### config.mk
export PLATFORM = sky130hd
export DESIGN_NAME = score_keeper_flat
export DESIGN_NICKNAME = d
export VERILOG_FILES = /design/src/rtl/score_keeper_if.sv /design/src/rtl/score_keeper.sv /design/src/flat_wrapper.sv
export SDC_FILE = /design/constraint.sdc
export NUM_CORES = 1
export LEC_CHECK = 0
export BUFFER_PORTS_ARGS = -buffer_cell sky130_fd_sc_hd__buf_4
export CORE_MARGIN = 1
export CORE_UTILIZATION = 38
export CTS_CLUSTER_DIAMETER = 150
export DETAILED_ROUTE_END_ITERATION = 6
export PLACE_DENSITY = 0.59
export SLEW_MARGIN = 20
export SYNTH_ARGS = -nofsm -noshare
export SYNTH_HDL_FRONTEND = slang
export SYNTH_SLANG_ARGS = --single-unit
### constraint.sdc
create_clock -name clk -period 2.85 [get_ports clk]
set_input_delay 0.285 -clock clk [delete_from_list [all_inputs] [get_ports clk]]
set_output_delay 0.285 -clock clk [all_outputs]
set_load 0.005 [all_outputs]
### src/rtl/score_keeper_if.sv
`default_nettype none
// +------------------------------------------------------------------------+
// | Module      : score_keeper_if                                          |
// | Description : Bundles the playfield/button inputs and the score,       |
// |               restart and HEX outputs of the match scorekeeper.        |
// |               master = game/bench side, slave = score_keeper.          |
// | Revision    : 1.0 - initial release                                    |
// +------------------------------------------------------------------------+
interface score_keeper_if #(
  parameter int CNT_W = 4
);
  logic             led_left;
  logic             led_right;
  logic             btn_l;
  logic             btn_r;
  logic             new_match;
  logic             restart;
  logic [CNT_W-1:0] score_l;
  logic [CNT_W-1:0] score_r;
  logic [6:0]       hex_l;
  logic [6:0]       hex_r;
  logic             match_over;
  logic [1:0]       winner;

  modport master (
    output led_left, led_right, btn_l, btn_r, new_match,
    input  restart, score_l, score_r, hex_l, hex_r, match_over, winner
  );

  modport slave (
    input  led_left, led_right, btn_l, btn_r, new_match,
    output restart, score_l, score_r, hex_l, hex_r, match_over, winner
  );
endinterface
`default_nettype wire

### src/rtl/score_keeper.sv
`default_nettype none
// +------------------------------------------------------------------------+
// | Module      : score_keeper                                             |
// | Description : Tug-of-war match scorekeeper. Detects a point at either  |
// |               goal, keeps per-side scores up to WIN_SCORE, issues a    |
// |               timed field-restart pulse and latches the winner until   |
// |               new_match. Optional winner-digit blink is enabled by     |
// |               defining SCORE_KEEPER_BLINK_EN.                          |
// | Revision    : 1.0 - initial release                                    |
// +------------------------------------------------------------------------+
module score_keeper #(
  parameter int WIN_SCORE      = 7,
  parameter int CNT_W          = 4,
  parameter int RESTART_CYCLES = 2,
  parameter int BLINK_CYCLES   = 4
) (
  input wire            clk,
  input wire            reset,
  score_keeper_if.slave bus
);

  typedef enum logic [1:0] {
    ST_PLAY    = 2'd0,
    ST_RESTART = 2'd1,
    ST_OVER    = 2'd2
  } state_t;

  // Counter holds "remaining cycles after this one", so it loads one less.
  localparam logic [7:0]       RESTART_LOAD = 8'(RESTART_CYCLES - 1);
  localparam logic [CNT_W-1:0] WIN_VAL      = CNT_W'(WIN_SCORE);

  // Elaboration-time parameter sanity checks
  if (WIN_SCORE < 1 || WIN_SCORE > 15 || (2 ** CNT_W) <= WIN_SCORE) begin : g_bad_win
    $error("score_keeper: WIN_SCORE must be 1..15 and fit in CNT_W bits");
  end
  if (RESTART_CYCLES < 1 || RESTART_CYCLES > 255) begin : g_bad_restart
    $error("score_keeper: RESTART_CYCLES must be 1..255");
  end
  if (BLINK_CYCLES < 1) begin : g_bad_blink
    $error("score_keeper: BLINK_CYCLES must be at least 1");
  end

  state_t           state_q,      state_d;
  logic [CNT_W-1:0] score_l_q,    score_l_d;
  logic [CNT_W-1:0] score_r_q,    score_r_d;
  logic             restart_q,    restart_d;
  logic             match_over_q, match_over_d;
  logic [1:0]       winner_q,     winner_d;
  logic [7:0]       rcnt_q,       rcnt_d;

  logic             w_pt_l;
  logic             w_pt_r;
  logic [CNT_W-1:0] w_inc_l;
  logic [CNT_W-1:0] w_inc_r;
  logic             w_blank_l;
  logic             w_blank_r;

  // Pressing both buttons at once never scores.
  assign w_pt_l  = bus.led_left  & bus.btn_l & ~bus.btn_r;
  assign w_pt_r  = bus.led_right & bus.btn_r & ~bus.btn_l;
  assign w_inc_l = score_l_q + CNT_W'(1);
  assign w_inc_r = score_r_q + CNT_W'(1);

  // Next-state logic: scoring in PLAY, restart pulse timing, match latch.
  always_comb begin
    state_d      = state_q;
    score_l_d    = score_l_q;
    score_r_d    = score_r_q;
    restart_d    = restart_q;
    match_over_d = match_over_q;
    winner_d     = winner_q;
    rcnt_d       = rcnt_q;
    case (state_q)
      ST_PLAY: begin
        if (w_pt_l) begin
          score_l_d = w_inc_l;
          restart_d = 1'b1;
          rcnt_d    = RESTART_LOAD;
          if (w_inc_l == WIN_VAL) begin
            state_d      = ST_OVER;
            match_over_d = 1'b1;
            winner_d     = 2'b01;
          end else begin
            state_d = ST_RESTART;
          end
        end else if (w_pt_r) begin
          score_r_d = w_inc_r;
          restart_d = 1'b1;
          rcnt_d    = RESTART_LOAD;
          if (w_inc_r == WIN_VAL) begin
            state_d      = ST_OVER;
            match_over_d = 1'b1;
            winner_d     = 2'b10;
          end else begin
            state_d = ST_RESTART;
          end
        end
      end
      ST_RESTART: begin
        if (rcnt_q == 8'd0) begin
          restart_d = 1'b0;
          state_d   = ST_PLAY;
        end else begin
          rcnt_d = rcnt_q - 8'd1;
        end
      end
      ST_OVER: begin
        if (bus.new_match) begin
          state_d      = ST_PLAY;
          score_l_d    = '0;
          score_r_d    = '0;
          match_over_d = 1'b0;
          winner_d     = 2'b00;
          restart_d    = 1'b0;
          rcnt_d       = 8'd0;
        end else if (restart_q) begin
          if (rcnt_q == 8'd0) begin
            restart_d = 1'b0;
          end else begin
            rcnt_d = rcnt_q - 8'd1;
          end
        end
      end
      default: state_d = ST_PLAY;
    endcase
  end

  // State and output registers with synchronous reset.
  always_ff @(posedge clk) begin
    if (reset) begin
      state_q      <= ST_PLAY;
      score_l_q    <= '0;
      score_r_q    <= '0;
      restart_q    <= 1'b0;
      match_over_q <= 1'b0;
      winner_q     <= 2'b00;
      rcnt_q       <= 8'd0;
    end else begin
      state_q      <= state_d;
      score_l_q    <= score_l_d;
      score_r_q    <= score_r_d;
      restart_q    <= restart_d;
      match_over_q <= match_over_d;
      winner_q     <= winner_d;
      rcnt_q       <= rcnt_d;
    end
  end

`ifdef SCORE_KEEPER_BLINK_EN
  localparam int BLINK_W = (BLINK_CYCLES > 1) ? $clog2(BLINK_CYCLES) : 1;

  logic [BLINK_W-1:0] blink_cnt_q, blink_cnt_d;
  logic               blink_off_q, blink_off_d;

  // Blink phase runs only while a result is latched; starts in the "digit shown" phase.
  always_comb begin
    blink_cnt_d = '0;
    blink_off_d = 1'b0;
    if (state_q == ST_OVER && !bus.new_match) begin
      if (blink_cnt_q == BLINK_W'(BLINK_CYCLES - 1)) begin
        blink_cnt_d = '0;
        blink_off_d = ~blink_off_q;
      end else begin
        blink_cnt_d = blink_cnt_q + BLINK_W'(1);
        blink_off_d = blink_off_q;
      end
    end
  end

  // Blink phase registers.
  always_ff @(posedge clk) begin
    if (reset) begin
      blink_cnt_q <= '0;
      blink_off_q <= 1'b0;
    end else begin
      blink_cnt_q <= blink_cnt_d;
      blink_off_q <= blink_off_d;
    end
  end

  assign w_blank_l = blink_off_q & (winner_q == 2'b01);
  assign w_blank_r = blink_off_q & (winner_q == 2'b10);
`else
  assign w_blank_l = 1'b0;
  assign w_blank_r = 1'b0;
`endif

  // Active-low 7-segment decode, segment order {g,f,e,d,c,b,a}.
  function automatic logic [6:0] seg7(input logic [3:0] d);
    case (d)
      4'h0: seg7 = 7'b1000000;
      4'h1: seg7 = 7'b1111001;
      4'h2: seg7 = 7'b0100100;
      4'h3: seg7 = 7'b0110000;
      4'h4: seg7 = 7'b0011001;
      4'h5: seg7 = 7'b0010010;
      4'h6: seg7 = 7'b0000010;
      4'h7: seg7 = 7'b1111000;
      4'h8: seg7 = 7'b0000000;
      4'h9: seg7 = 7'b0010000;
      4'hA: seg7 = 7'b0001000;
      4'hB: seg7 = 7'b0000011;
      4'hC: seg7 = 7'b1000110;
      4'hD: seg7 = 7'b0100001;
      4'hE: seg7 = 7'b0000110;
      default: seg7 = 7'b0001110;
    endcase
  endfunction

  assign bus.restart    = restart_q;
  assign bus.score_l    = score_l_q;
  assign bus.score_r    = score_r_q;
  assign bus.match_over = match_over_q;
  assign bus.winner     = winner_q;
  assign bus.hex_l      = w_blank_l ? 7'b1111111 : seg7(4'(score_l_q));
  assign bus.hex_r      = w_blank_r ? 7'b1111111 : seg7(4'(score_r_q));

endmodule
`default_nettype wire
### src/flat_wrapper.sv
// flat-port wrapper written by rule: the top's interface ports become plain ports
module score_keeper_flat 
#(
  parameter int WIN_SCORE      = 7,
  parameter int CNT_W          = 4,
  parameter int RESTART_CYCLES = 2,
  parameter int BLINK_CYCLES   = 4
)
  (clk, reset, bus_led_left, bus_led_right, bus_btn_l, bus_btn_r, bus_new_match, bus_restart, bus_score_l, bus_score_r, bus_hex_l, bus_hex_r, bus_match_over, bus_winner);
  score_keeper_if #(.CNT_W(CNT_W)) bus_i ();
  input wire clk;
  input wire reset;
  input wire logic [$bits(bus_i.led_left)-1:0] bus_led_left;
  input wire logic [$bits(bus_i.led_right)-1:0] bus_led_right;
  input wire logic [$bits(bus_i.btn_l)-1:0] bus_btn_l;
  input wire logic [$bits(bus_i.btn_r)-1:0] bus_btn_r;
  input wire logic [$bits(bus_i.new_match)-1:0] bus_new_match;
  output wire logic [$bits(bus_i.restart)-1:0] bus_restart;
  output wire logic [$bits(bus_i.score_l)-1:0] bus_score_l;
  output wire logic [$bits(bus_i.score_r)-1:0] bus_score_r;
  output wire logic [$bits(bus_i.hex_l)-1:0] bus_hex_l;
  output wire logic [$bits(bus_i.hex_r)-1:0] bus_hex_r;
  output wire logic [$bits(bus_i.match_over)-1:0] bus_match_over;
  output wire logic [$bits(bus_i.winner)-1:0] bus_winner;
  assign bus_i.led_left = bus_led_left;
  assign bus_i.led_right = bus_led_right;
  assign bus_i.btn_l = bus_btn_l;
  assign bus_i.btn_r = bus_btn_r;
  assign bus_i.new_match = bus_new_match;
  assign bus_restart = bus_i.restart;
  assign bus_score_l = bus_i.score_l;
  assign bus_score_r = bus_i.score_r;
  assign bus_hex_l = bus_i.hex_l;
  assign bus_hex_r = bus_i.hex_r;
  assign bus_match_over = bus_i.match_over;
  assign bus_winner = bus_i.winner;
  score_keeper #(.WIN_SCORE(WIN_SCORE), .CNT_W(CNT_W), .RESTART_CYCLES(RESTART_CYCLES), .BLINK_CYCLES(BLINK_CYCLES)) u_core (.clk(clk), .reset(reset), .bus(bus_i));
endmodule
==> results.md, run 1 <==
- Cells fill ~48% of the core in the end.
- Net switching is between 30% and 40% of the power.
- The number of standard cells in the layout, taps in and fillers out is 376.
- The number of flops mapped to enable cells by yosys is 0.
- Clock-pin slew was measured on the worst setup and hold paths at approximately 70 ps.
- At the worst endpoint, the required time is 3020 ps.
- The HPWL after detailed placement is approximately 3.7 mm.
- The gate count after technology mapping is ~260.
- The standard-cell row count is 27.
- The die is between 70 and 80 um wide.
- In this run the clock root is driven by a clkbuf_8.
- Counting flops and latches in the post-synthesis netlist gives 36.
- Among all flip-flop cells after synthesis, the most frequent one is dfxtp_1.
- Global routing used between 15 and 20% of the available tracks.
- The worst path uses 93.33% of the clock period.
- The total net switching power is approximately 430 uW.
- The first global-routing pass estimated roughly 8.4 mm of wire.
- The initial utilization of the core area, before any placement, comes to about 40%.
- The library cell used most frequently in the layout, excluding fill and tap cells, is buf_4.
- The number of nets in the synthesized netlist is a little under 300.
- The endpoint kind of the worst setup timing path is a flip-flop.
- The final wirelength is roughly 5 mm.
- The clock net in this run drives a total of 36 sinks.
- The final clock skew is 3.218 ps.
- The highest attainable clock frequency is about 380 MHz.
- The core region is around 0.0055 mm2.
- Once placement completed, the tool counted placed cells totaling about 370.
- The internal portion of total power is 906.9 uW.
- The number of slew-limit violations in the final report is 0.
- The post-synth design cell area is about 0.0022 mm2.
- The cell with the largest stage delay on the worst path is o41ai_1.
- The run finished with clean final reports.
- The element type at the critical path start is a flip-flop.
- Clock latency on the worst-skew pair, taken at its later pin, is roughly 280 ps.
- Counting along the longest clock path gives a buffer depth of 2.
- In the final timing run, aggregate negative setup slack is 0 ps.
- The first routing iteration left ~130 violations.
- In the routed layout, each cell is associated on average with a via count of between 5 and 6.
- Max-cap violations in this run came to 0.
- For this run, asynchronously set or reset flops after synthesis account for 0%.
- In this run, CTS created clock tree buffers numbering 5.
- The worst-case vdd ir drop is 0.1877 mV.
- In this run the remaining antenna-violating nets after routing total 0.
- The pin count of the biggest net entering global routing is 35.
- The data arrival time at the worst-slack endpoint is 2830 ps.
- The Yosys step of the flow raised 0 warnings.
- The total congestion overflow is 0.
- From synthesis to final layout, the design area changed by 20.94%.
- The filler cell count in the final layout is 566.
- The vertical die dimension is 78.06 um.
- TritonCTS built the clock tree.
- For this design the static power due to leakage is ~1.1 nW.
- Setup repair after global routing left no endpoint under its margin.
- The H-tree was split into 2 levels.
- The number of hold-slack violations in the final timing report is 0.
- The hold-fix buffer count after cts is 0.
- The count of pins on the block boundary is 33.
- The total power per unit cell area is slightly above 500 mW/mm2.
- The number of iterations in the first detailed-routing pass is 4.
- The number of antenna violations at the first check in global routing was 0.
- The area of the die is about 0.0061 mm2.
- The number of diodes added for antenna fixing is 0.
- The kind of path behind the tightest hold check is input pin to flip-flop.
- The routed via count is ~2,000.
- The total power consumption of the routed design is approximately 1.3 mW.
- The relative contribution of sequential cells to total power is approximately 44%.
- The routed length per placed instance is around 13 um.
- The final number of setup-violating endpoints is 0.
- The setup path with the least slack is of type flip-flop to flip-flop.
- The worst path in the final design needs a cycle of about 2700 ps, including I/O delays and setup.
- The worst slew slack as a fraction of its limit is 61.34%.
- Leaving out fill and tap cells, the most frequent cells in the layout are buf_4, dfxtp_1, nor2_1, ha_1.
- The combinational share of power is between 30% and 40%.
- The clock network burns 25.3% of the power.
- The port buffer count is 32.
- After synthesis, flip-flops and latches occupy roughly 33% of the total area.
- At the pin with the least slew margin, the transition time is just under 600 ps.
- The largest single stage delay on the critical path is 390 ps.
- The critical path goes through inv_1 > ha_1 > buf_4 > nand2b_1 > or3_1 > a31oi_2 > inv_1 > ha_1 > o41ai_1.
- Buffers added to address setup during post-CTS repair amount to 0.
- The number of global-route vias before repair is 1,801.
- Each instance of the synthesized netlist takes up on average about 8.3 um2.
- The highest fanout seen on the critical path is 8.
- The fraction of final layout cells with drive strength greater than 1 is between 10% and 20%.
- The number of different library cells used by synthesis comes to 49.
- After detailed routing, the number of remaining DRC violations is 0.
- The net count of the finished layout is between 300 and 400.
- The congestion estimate from routability-driven global placement came to 0.8516.
[area by class of cell]
type | instances | area, um2 | share of cell area, %
clock buffer | 6 | 72.57 | 2.729
clock inverter | 1 | 5.005 | 0.1882
inverter | 18 | 67.56 | 2.541
multi-input combinational | 199 | 1373 | 51.62
sequential | 36 | 720.7 | 27.11
tap | 72 | 90.09 | 3.388
timing repair buffer | 44 | 330.3 | 12.42
[state kept, by name, summed over array words and instances, names as in the netlist]
signal                 flops
u_core.rcnt_q              8
u_core.bus.hex_l           7
u_core.bus.hex_r           7
u_core.bus.score_l         4
u_core.bus.score_r         4
u_core.bus.winner          2
u_core.state_q             2
u_core.bus.match_over      1
u_core.bus.restart         1
[cell usage after synthesis (2+ instances only)]
master	n	area, um2
a21oi_1	14	70.07
a22oi_1	3	22.52
a2bb2oi_1	4	35.03
a31oi_1	5	31.28
a32oi_1	4	35.03
and3_1	3	18.77
and4b_1	2	20.02
buf_1	2	7.510
clkbuf_1	7	26.28
dfxtp_1	36	720.7
ha_1	20	250.2
inv_1	18	67.56
mux2i_1	9	90.09
nand2_1	18	67.56
nand2b_1	7	43.79
nand3_1	8	40.04
nand3b_1	2	15.01
nand4b_1	2	17.52
nor2_1	34	127.6
nor3_1	3	15.01
nor4bb_1	2	20.02
o211ai_1	3	22.52
o21a_1	2	15.01
o21ai_0	14	70.07
o22a_1	3	26.28
o22ai_1	2	12.51
o31ai_1	2	15.01
o32ai_1	3	26.28
o41ai_1	2	17.52
or3_1	3	18.77
or4_1	2	15.01
xnor2_1	2	17.52
xor2_1	7	61.31
[power by group through the flow]
| stage | Clock, mW | Sequential [mW] | Combinational, mW |
|---|---|---|---|
| finish | 0.339 | 0.589 | 0.413 |
| global route | 0.379 | 0.596 | 0.467 |
| CTS | 0.355 | 0.589 | 0.412 |
| detailed placement | 0 | 0.600 | 0.408 |
| global placement | 0 | 0.598 | 0.410 |
| floorplan | 0 | 0.594 | 0.295 |
[through the flow]
stage	setup slack, ps	instance area (um2)	hold slack (ps)
final	190.0	2659	349.5
after global routing	22.59	2659	367.3
after CTS	149.2	2650	342.4
after detailed placement	171.8	2572	477.5
after global placement	214.2	2572	467.6
after floorplan	362.6	2198	402.5
[metal layers]
metal	track usage, %	vias up	wire (um)
li1	-	1024	-
met1	23.79	930	2415
met2	26.40	53	2342
met3	3.837	2	265
met4	5.185	0	35
met5	0	-	0
[worst paths after layout]
path	start	to	slack [ps]	cells after the start
setup / recovery	u_core.state_q[0]	u_core.bus.hex_r[1]	190	9
hold / removal	bus_new_match	u_core.bus.match_over	350	4
setup reg to reg	u_core.state_q[0]	u_core.bus.hex_r[1]	190	9
hold reg to reg	u_core.bus.match_over	u_core.bus.match_over	480	2
[cells by family after synthesis]
family / count (synthesis) / share of synthesized area [%]
and+or+nand+nor: 94 / 22.20
AOI/OAI and AO/OA: 67 / 20.77
DFF: 36 / 32.78
buffers and inverters: 29 / 5.179
adders and majority gates: 20 / 11.38
xor gates and xnor gates: 9 / 3.586
muxes: 9 / 4.098
[repair_timing]
item | 4_1_cts | 5_1_grt
setup endpoints to repair | 0 | 9
endpoints found under the hold margin | 0 | 0
gates resized for setup | 0 | 2
[worst max-delay path: cells and delay by family (launching register included)]
| kind | cells | cell delay, ps |
|---|---|---|
| compound gates | 2 | 610 |
| fa+ha+maj | 2 | 610 |
| buf+inv | 3 | 400 |
| flops | 1 | 380 |
| simple gates | 2 | 540 |
(Power assumes the default switching activity.)
==> run 2, diff against run 1 <==
--- a/config.mk
+++ b/config.mk
@@ -7,10 +7,10 @@
 export LEC_CHECK = 0
 export BUFFER_PORTS_ARGS = -buffer_cell sky130_fd_sc_hd__buf_4
 export CORE_MARGIN = 1
-export CORE_UTILIZATION = 38
+export CORE_UTILIZATION = 57
 export CTS_CLUSTER_DIAMETER = 150
 export DETAILED_ROUTE_END_ITERATION = 6
-export PLACE_DENSITY = 0.59
+export PLACE_DENSITY = 0.82
 export SLEW_MARGIN = 20
 export SYNTH_ARGS = -nofsm -noshare
 export SYNTH_HDL_FRONTEND = slang
==> run 2 against run 1 <==
Compared with the run above:
- critical path depth stayed put
- sequential cell count stayed put
- clock power is 15% higher
- clock skew is 5.2 ps higher
- critical path type unchanged
- largest power group unchanged
==> results.md, run 2 (same netlist as run 1, synthesis figures left out) <==
- The worst slew slack as a fraction of its limit is 58.73% (-2.6 points).
- The vertical die dimension is 64.10 um (-18%).
- The filler cell count in the final layout is 323 (-43%).
- The library cell used most frequently in the layout, excluding fill and tap cells, is buf_4.
- The mean number of vias per cell is 5.819 (+8.9%).
- From synthesis to final layout, the design area changed by 19.47%.
- The max-capacitance violation count was 0 (unchanged).
- The ratio of final minimum period to clock period is 92.95% (-0.39 points).
- The remaining antenna violation count came to 0 (unchanged).
- In this run the clock root is driven by a clkbuf_8.
- The leakage power figure was 1.120 nW (-0.39%).
- The die boundary width is 64.10 um (-18%).
- STA classifies the critical path endpoint as a flip-flop.
- The number of hold-slack violations in the final timing report was 0 (unchanged).
- The number of iterations in the first detailed-routing pass is 4 (unchanged).
- The number of global-route vias before repair came to 1,911 (+6.1%).
- In this run the critical register-to-register path is captured at u_core.bus.hex_r[1].
- The min-delay analysis places its worst path in the category input pin to flip-flop.
- The count of pins on the block boundary is 33 (unchanged).
- The highest attainable clock frequency is 377.5 MHz (+0.42%).
- The worst-case vdd ir drop was 0.4020 mV (+110%).
- The total power consumption of the routed design came to 1.400 mW (+4.4%).
- The number of buffers inserted during clock tree synthesis is 5 (unchanged).
- The pin count of the biggest net entering global routing is 35 (unchanged).
- The HPWL after detailed placement was 3.597 mm (-3.5%).
- The core area is 0.003689 mm2 (-33%).
- The worst reg-to-reg setup slack is 200 ps (about the same).
- The area of the die was 0.004109 mm2 (-33%).
- The routed length per placed instance came to 14.41 um (+7.1%).
- The path with the worst hold slack has its endpoint at u_core.bus.match_over.
- The maximum buffer depth of the clock tree is 2 (unchanged).
- The startpoint of the worst register-to-register path is u_core.state_q[0].
- STA classifies the critical path startpoint as a flip-flop.
- The number of design-rule violations left by the first detailed-router iteration is 140 (+9.4%).
- The worst hold path stage count is 4 (unchanged).
- Setup repair after global routing left no endpoint under its margin.
- The routed via count is 2,031 (+1.1%).
- The clock insertion delay at the later pin of the skew report was 290 ps (about the same).
- The clock-pin slew on the worst setup and hold paths came to 70 ps (about the same).
- The data arrival time at the worst-slack endpoint is 2830 ps (about the same).
- The number of diodes added for antenna fixing is 0 (unchanged).
- The number of antenna violations at the first check in global routing is 0 (unchanged).
- The final number of setup-violating endpoints is 0 (unchanged).
- The number of nets at the end of the flow is 328 (-0.91%).
- The library cells used most frequently in the layout, excluding fill and tap cells, are buf_4, dfxtp_1, nor2_1, ha_1.
- The flip-flop count of the largest register, all copies and words added is 8 (unchanged).
- The total global routing track utilization is 26.55% (+9.4 points).
- The starting density of the core was 59.60% (+20 points).
- The final wirelength is 5.029 mm (-0.57%).
- The wire length of the first global-routing pass came to 8.666 mm (+3.7%).
- The total negative slack for setup checks is 0 ps (unchanged).
- The final clock skew came to 8.382 ps (+5.164 ps).
- The number of slew-limit violations in the final report came to 0 (unchanged).
- The register name with the most flops is u_core.rcnt_q.
- The final critical-path required period is 2649 ps (-11.00 ps).
- The fraction of the core area covered by cells at the end of the flow is 71.20% (+23 points).
- The slew at the pin closest to its max-slew limit is 610.7 ps (+30.81 ps).
- The post-detailed-route DRC marker count came to 0 (unchanged).
- The run finished with clean final reports.
- The fraction of final layout cells with drive strength greater than 1 is 18.27% (-0.15 points).
- The worst setup path is of the flip-flop to flip-flop kind.
- TritonCTS built the clock tree.
- The data required time of the critical path is 3030 ps (about the same).
- The highest fanout seen on the critical path came to 8 (unchanged).
- The standard-cell row count is 22 (-19%).
- The sink count of the clock tree is 36 (unchanged).
- The port buffer count is 32 (unchanged).
- The hold-fix buffer count after cts was 0 (unchanged).
- The depth of the most critical reg-to-reg path is 9 (unchanged).
- The placer's final routability congestion estimate is 0.9046 (+6.2%).
- The total congestion overflow is 0 (unchanged).
- The worst hold path begins at bus_new_match.
- The H-tree depth reported by CTS was 2 (unchanged).
- The total power per unit cell area is 533.3 mW/mm2 (+5.7%).
[run 2: cell count changes in the layout (fill, tap and decap cells not counted), sizes merged]
cell	change
buf	-3
clkbuf	+1
clkinv	-1
[run 2: per-layer routing]
layer	share of wire (%)	GRT usage, %	wire, um	up-vias
li1	-	-	-	1015
met1	47	33.92	2354	955
met3	3.8	3.571	189	9
met2	48	44.68	2399	52
met5	0	0	0	-
met4	1.7	11.11	85	0
[run 2: worst max-delay path, stage by stage, from the launching register on]
cell,delay [ps]
dfxtp_1,390
inv_1,90
ha_1,280
buf_4,190
nand2b_1,170
or3_1,360
a31oi_1,240
inv_1,140
ha_1,340
o41ai_1,350
[run 2: power by group]
group          switching (mW)  internal, mW  total, mW
Combinational           0.228         0.188      0.416
Clock                   0.176         0.215      0.391
Sequential             0.0422         0.550      0.593
[run 2: area by class of cell]
cell class / count / area, um2 / share of cell area [%]
Tap cell: 48 / 60.06 / 2.287
Clock buffer: 7 / 96.34 / 3.668
Inverter: 18 / 67.56 / 2.573
Timing Repair Buffer: 41 / 307.8 / 11.72
Sequential cell: 36 / 720.7 / 27.44
Multi-Input combinational cell: 199 / 1374 / 52.31
[run 2: worst max path at each step]
stage                     slack [ps]             endpoint  cells past startpoint              start
after floorplan                  360  u_core.bus.hex_r[1]                      9  u_core.state_q[0]
after detailed placement         140  u_core.bus.hex_l[0]                     11  u_core.state_q[0]
after global placement           290  u_core.bus.hex_r[1]                      9  u_core.state_q[0]
after CTS                        120  u_core.bus.hex_l[0]                     11  u_core.state_q[0]
final                            200  u_core.bus.hex_r[1]                      9  u_core.state_q[0]
after global routing              20  u_core.bus.hex_r[1]                      9  u_core.state_q[0]
[run 2: through the flow]
| stage | worst slack, ps | area (um2) | instances | hold slack [ps] |
|---|---|---|---|---|
| global placement | 289.0 | 2520 | 342 | 463.0 |
| CTS | 122.7 | 2616 | 349 | 323.2 |
| global route | 19.36 | 2626 | 349 | 361.4 |
| detailed placement | 141.4 | 2520 | 342 | 468.3 |
| floorplan | 362.6 | 2198 | 264 | 402.5 |
| finish | 201.0 | 2626 | 349 | 331.9 |
[run 2: repair_timing]
action                                  CTS  global route
endpoints found under the setup margin    0            12
setup buffers                             0             0
resized for setup                         0             3
